$ cat config.mk
export PLATFORM = sky130hd
export DESIGN_NAME = jtopl_acc_seq
export DESIGN_NICKNAME = d
export VERILOG_FILES = /design/src/rtl/jtopl_pkg.sv /design/src/rtl/jtopl_sh_en.sv /design/src/rtl/jtopl_acc_seq.sv
export SDC_FILE = /design/constraint.sdc
export NUM_CORES = 1
export LEC_CHECK = 0
export ABC_AREA = 0
export BUFFER_PORTS_ARGS = -buffer_cell sky130_fd_sc_hd__buf_2
export CAP_MARGIN = 10
export CORE_MARGIN = 5
export CORE_UTILIZATION = 61
export CTS_CLUSTER_SIZE = 30
export DETAILED_ROUTE_END_ITERATION = 10
export PLACE_DENSITY = 0.85
export SLEW_MARGIN = 20
export SYNTH_ARGS = -nofsm -noshare
export SYNTH_HDL_FRONTEND = slang
export SYNTH_HIERARCHICAL = 1
export SYNTH_SLANG_ARGS = --single-unit
$ cat constraint.sdc
create_clock -name clk_i -period 7.8 [get_ports clk_i]
set_input_delay 0.78 -clock clk_i [delete_from_list [all_inputs] [get_ports clk_i]]
set_output_delay 0.78 -clock clk_i [all_outputs]
set_load 0.01 [all_outputs]
$ cat src/rtl/jtopl_pkg.sv
// Shared definitions for the operator-output accumulator sequencer:
// frame geometry, rhythm channel indices and the slot-to-channel decode.
package jtopl_pkg;

   localparam int unsigned SLOTS    = 18;
   localparam int unsigned CHANNELS = 9;

   localparam logic [4:0] FIRST_SLOT = 5'd0;
   localparam logic [4:0] LAST_SLOT  = 5'd17;

   // Rhythm voices: BD keeps the normal FM rule, the other two pair independent voices
   localparam logic [3:0] CH_BD     = 4'd6;
   localparam logic [3:0] CH_HH_SD  = 4'd7;
   localparam logic [3:0] CH_TOM_TC = 4'd8;

   typedef struct packed {
      logic [3:0] ch;
      logic       carrier;
   } slot_dec_t;

   typedef struct packed {
      logic en;
      logic first;
      logic valid;
   } acc_stage_t;

   function automatic slot_dec_t slot_decode(input logic [4:0] slot);
      slot_dec_t  dec;
      logic [4:0] idx;
      logic [3:0] base;
      if (slot >= 5'd12) begin
         idx  = slot - 5'd12;
         base = 4'd6;
      end else if (slot >= 5'd6) begin
         idx  = slot - 5'd6;
         base = 4'd3;
      end else begin
         idx  = slot;
         base = 4'd0;
      end
      dec.carrier = (idx >= 5'd3);
      dec.ch      = base + (dec.carrier ? (idx[3:0] - 4'd3) : idx[3:0]);
      return dec;
   endfunction

endpackage

$ cat src/rtl/jtopl_sh_en.sv
// LAT-deep clock-enabled shift register carrying the {en, first, valid}
// bundle from slot issue to the accumulator input.
module jtopl_sh_en
   import jtopl_pkg::*;
#(
   parameter int unsigned LAT = 3
) (
   input  logic       clk_i,
   input  logic       rst_i,
   input  logic       cen_i,
   input  acc_stage_t d_i,
   output acc_stage_t q_o
);

   acc_stage_t stage_q [LAT];

   // Pipeline stages; reset empties the line so nothing stale reaches the accumulator
   always_ff @(posedge clk_i) begin
      if (rst_i) begin
         for (int i = 0; i < int'(LAT); i++) begin
            stage_q[i] <= '0;
         end
      end else if (cen_i) begin
         stage_q[0] <= d_i;
         for (int i = 1; i < int'(LAT); i++) begin
            stage_q[i] <= stage_q[i-1];
         end
      end else begin
         for (int i = 0; i < int'(LAT); i++) begin
            stage_q[i] <= stage_q[i];
         end
      end
   end

   assign q_o = stage_q[LAT-1];

endmodule

$ cat src/rtl/jtopl_acc_seq.sv
// Accumulator sequencer: walks the 18-slot frame, decides which operator
// outputs are summed and delays sum/restart to line up with op_result.
module jtopl_acc_seq
   import jtopl_pkg::*;
#(
   parameter int unsigned LAT = 3
) (
   input  logic       rst_i,
   input  logic       clk_i,
   input  logic       cenop_i,
   input  logic [8:0] con_i,
   input  logic       rhy_en_i,
   input  logic [8:0] ch_mute_i,
   output logic [4:0] slot_o,
   output logic       sum_en_o,
   output logic       zero_o,
   output logic       sample_o
);

   logic [4:0] slot_q;
   logic [4:0] slot_d;
   logic [8:0] con_q;
   logic [8:0] con_d;
   logic [8:0] mute_q;
   logic [8:0] mute_d;
   logic       rhy_q;
   logic       rhy_d;
   logic       sample_q;
   logic       sample_d;
   logic       wrap_s;

   slot_dec_t  dec_s;
   acc_stage_t raw_s;
   acc_stage_t last_s;

   // Slot advance and frame-boundary config capture
   always_comb begin
      wrap_s   = (slot_q == LAST_SLOT);
      slot_d   = slot_q;
      con_d    = con_q;
      mute_d   = mute_q;
      rhy_d    = rhy_q;
      if (cenop_i) begin
         if (wrap_s) begin
            slot_d = FIRST_SLOT;
            con_d  = con_i;
            mute_d = ch_mute_i;
            rhy_d  = rhy_en_i;
         end else begin
            slot_d = slot_q + 5'd1;
         end
      end else begin
         slot_d = slot_q;
      end
      sample_d = cenop_i & zero_o;
   end

   // Raw enable for the slot being issued, decoded only from the frame shadows
   always_comb begin
      dec_s       = slot_decode(slot_q);
      raw_s.valid = 1'b1;
      raw_s.first = (slot_q == FIRST_SLOT);
      if (mute_q[dec_s.ch]) begin
         raw_s.en = 1'b0;
      end else if (dec_s.carrier) begin
         raw_s.en = 1'b1;
      end else if (rhy_q && ((dec_s.ch == CH_HH_SD) || (dec_s.ch == CH_TOM_TC))) begin
         raw_s.en = 1'b1;
      end else begin
         raw_s.en = con_q[dec_s.ch];
      end
   end

   // Sequencer state; sample runs every clk so it is a single-cycle pulse
   always_ff @(posedge clk_i) begin
      if (rst_i) begin
         slot_q   <= 5'd0;
         con_q    <= 9'd0;
         mute_q   <= 9'd0;
         rhy_q    <= 1'b0;
         sample_q <= 1'b0;
      end else begin
         slot_q   <= slot_d;
         con_q    <= con_d;
         mute_q   <= mute_d;
         rhy_q    <= rhy_d;
         sample_q <= sample_d;
      end
   end

   jtopl_sh_en #(
      .LAT (LAT)
   ) u_sh_en (
      .clk_i (clk_i),
      .rst_i (rst_i),
      .cen_i (cenop_i),
      .d_i   (raw_s),
      .q_o   (last_s)
   );

   assign slot_o   = slot_q;
   assign sum_en_o = last_s.en & last_s.valid;
   assign zero_o   = last_s.first & last_s.valid;
   assign sample_o = sample_q;

endmodule

==> run metrics <==
global-route wire length before repair=slightly below 7000 um; critical path buffer and inverter count=1; gr ovfl total=0; worst hold path type=flip-flop to flip-flop; Placement Setup Slack=2.74 ns; H-tree levels=2; First-pass DRT Iterations=4; crit path kind=flip-flop to flip-flop; share of cells above drive strength 1=0.194; Setup Skew=between 0.009 and 0.01 ns; most frequent cells in the layout=50 x nand2_1, 32 x a21oi_1, 29 x buf_2; cts repair resizes=0; cell family with most CP delay=adder cells; commonest register cell after synthesis=dfxtp_1; Max VDD drop=0.158 mV; Final nets=between 200 and 300; synthesized area=about 0.002 mm2; die area=0.00452 mm2; Total Wirelength=between 3000 and 4000 um; initial antenna violation count=0; Final min period=5.08 ns; Routed WL per cell=13.1 um; ANT nets after route=0; Fin Setup TNS=0 ns; critical path startpoint category=flip-flop; library cells used by synthesis=39; crit-path most repeated cell=a21oi_1; Hold Slack=0.457 ns; CTS Hold Bufs=0; via count=1,603; routability congestion estimate=roughly 0.95; end of the worst register-to-register path=u_sh_en/stage_q[0][2]; DR vias/cell=5.51; commonest non-fill, non-tap cell in the layout=nand2_1; post-layout util=0.721; Finished Cell Area=0.00224 mm2; port bufs=29; # fillers=276; critical path, cell by cell=inv_1 -> ha_1 -> a21oi_1 -> and2_1 -> nor2_1 -> xnor2_1 -> ha_1 -> a21oi_1 -> nand3_1 -> a311oi_4 -> mux2_2 -> fa_1 -> mux4_2 -> mux2_2 -> nand2_1 -> nand3_1 -> a21oi_1 -> mux2i_1 -> and3b_1; Bufs on Longest Clock Path=2; CTS Buf Count=5; CP Capture Type=flip-flop; Final Hold Fails=0; Overall Global Routing Usage=0.202; drc violations=0; clk sinks=34; Fmax achieved=~200 MHz; worst skew pair latency=0.34 ns; WP data required=7.91 ns; row count=20; crit path launch=slot_o[0]; postcts setup bufs=0; Pwr Density=172 mW/mm2; core area=0.00310 mm2; post-synth net total=~260; Final setup viols=0; Clock Tree Root=clkbuf_4; Inserted Diodes=0; reg2reg start=slot_o[0]; DP Area=0.00213 mm2; Final Max Tran Viols=0; Cells after Synth=223; crit-path max FO=13; vias in the first global route=1,598; slew margin rel.=0.542; synth warn=6; syn_area_per_cell=8.96 um2; worst setup margin=between 2 and 3 ns; outcome=finished clean; detailed placer's ending HPWL=2730 um; Worst-path clk slew=0.11 ns; Max-Cap Viols=0; Worst R2R Setup Slack=2.72 ns; Worst Max-Slew Pin Slew=0.686 ns; initial core utilization=0.644; Yosys reg bits=34; Critical path destination=u_sh_en/stage_q[0][2]; chip width=67.2 um; RSZ-0062 raised after global routing=false; Worst R2R Path Depth=19; fraction of the yosys area taken by sequential cells=0.386; Static Leak=between 0.9 and 1 nW; Crit path depth=19; min-delay src=mute_q[3]; fin crit share=0.651; Area Growth Syn to Fin=12.0%; Post-synth EDFFs=9; critical path's largest stage delay=0.68 ns; Die H=67.2 um; TritonCTS clock tree=done; FFs w/ async S/R, synth=0; largest net degree at the start of global routing=36; Slowest-stage cell, CP=fa_1; Worst EP arrival=5.18 ns; IO Count=30; DRT iter0 DRCs=107
cells by family after synthesis:
family	Yosys count	synth area share
simple gates	92	0.227
compound gates	48	0.147
flops	34	0.386
buf+inv	18	0.0438
fa+ha+maj	14	0.0914
mux	11	0.0820
xor+xnor	5	0.0219
other cells	1	0.00188
cell type report:
cell class | instances | area [um2] | area share
Tap cell | 44 | 55.1 | 0.0246
Inverter | 5 | 18.8 | 0.00838
Sequential cell | 34 | 771 | 0.344
Clock inverter | 3 | 68.8 | 0.0307
Multi-Input combinational cell | 171 | 1140 | 0.510
Timing Repair Buffer | 29 | 145 | 0.0648
Clock buffer | 5 | 37.5 | 0.0168
per-stage QoR:
stage                     power, mW  std cells
final                         0.385        291
after global routing          0.404        291
after CTS                     0.391        291
after detailed placement      0.225        283
after global placement        0.224        283
after floorplan               0.215        223
state kept, by name (all words and copies together) (netlist names):
register and flops:
sample_o 1, con_q 9, mute_q 9, slot_o 5, rhy_q 1, u_sh_en/stage_q 9
where the power goes:
part / switching (mW) / internal (mW) / total, mW / leakage, nW
clock: 0.0638 / 0.100 / 0.164 / 0.0554
sequential: 0.00299 / 0.185 / 0.188 / 0.301
combinational: 0.0183 / 0.0150 / 0.0333 / 0.592
total: 0.0851 / 0.300 / 0.385 / 0.948
worst min-delay path, delay by kind of cell, from the launching register on:
family	cells	cell delay, ns
flops	1	0.32
simple gates	1	0.05
compound gates	1	0.05
synthesized netlist by cell type, types with 2 or more instances:
cell / instances / area [um2]
nand2_1: 50 / 188
nor3b_1: 2 / 15.0
mux4_2: 4 / 90.1
clkbuf_1: 4 / 15.0
buf_4: 4 / 30.0
edfxtp_1: 9 / 270
mux2_2: 3 / 33.8
inv_1: 5 / 18.8
xor2_1: 2 / 17.5
mux2i_1: 4 / 40.0
nand4b_1: 2 / 17.5
a21oi_1: 32 / 160
nand3b_1: 2 / 15.0
nor2_1: 10 / 37.5
o211ai_1: 2 / 15.0
o21ai_2: 2 / 17.5
a2111o_1: 2 / 22.5
buf_2: 4 / 20.0
dfxtp_1: 25 / 500
xnor2_1: 3 / 26.3
or3_1: 2 / 12.5
and3b_1: 9 / 78.8
o21ai_0: 7 / 35.0
and2_1: 3 / 18.8
ha_1: 13 / 163
nand3_1: 5 / 25.0
how the worst min path moves through the flow:
stage / slack [ns] / depth (start not counted) / end
2_1_floorplan: 0.43 / 2 / rhy_q
3_3_place_gp: 0.44 / 2 / mute_q[2]
3_5_place_dp: 0.44 / 2 / mute_q[3]
4_1_cts: 0.46 / 2 / mute_q[3]
5_1_grt: 0.48 / 2 / con_q[5]
6_report: 0.46 / 2 / mute_q[3]
metal layers:
layer | wire length (um) | part of all wire | vias up | track usage
li1 | - | - | 829 | -
met1 | 1700 | 0.45 | 724 | 0.246
met2 | 1850 | 0.48 | 44 | 0.330
met3 | 223 | 0.058 | 6 | 0.0499
met4 | 46 | 0.012 | 0 | 0.101
met5 | 0 | 0 | - | 0
Power figures use the tool's default switching activity.
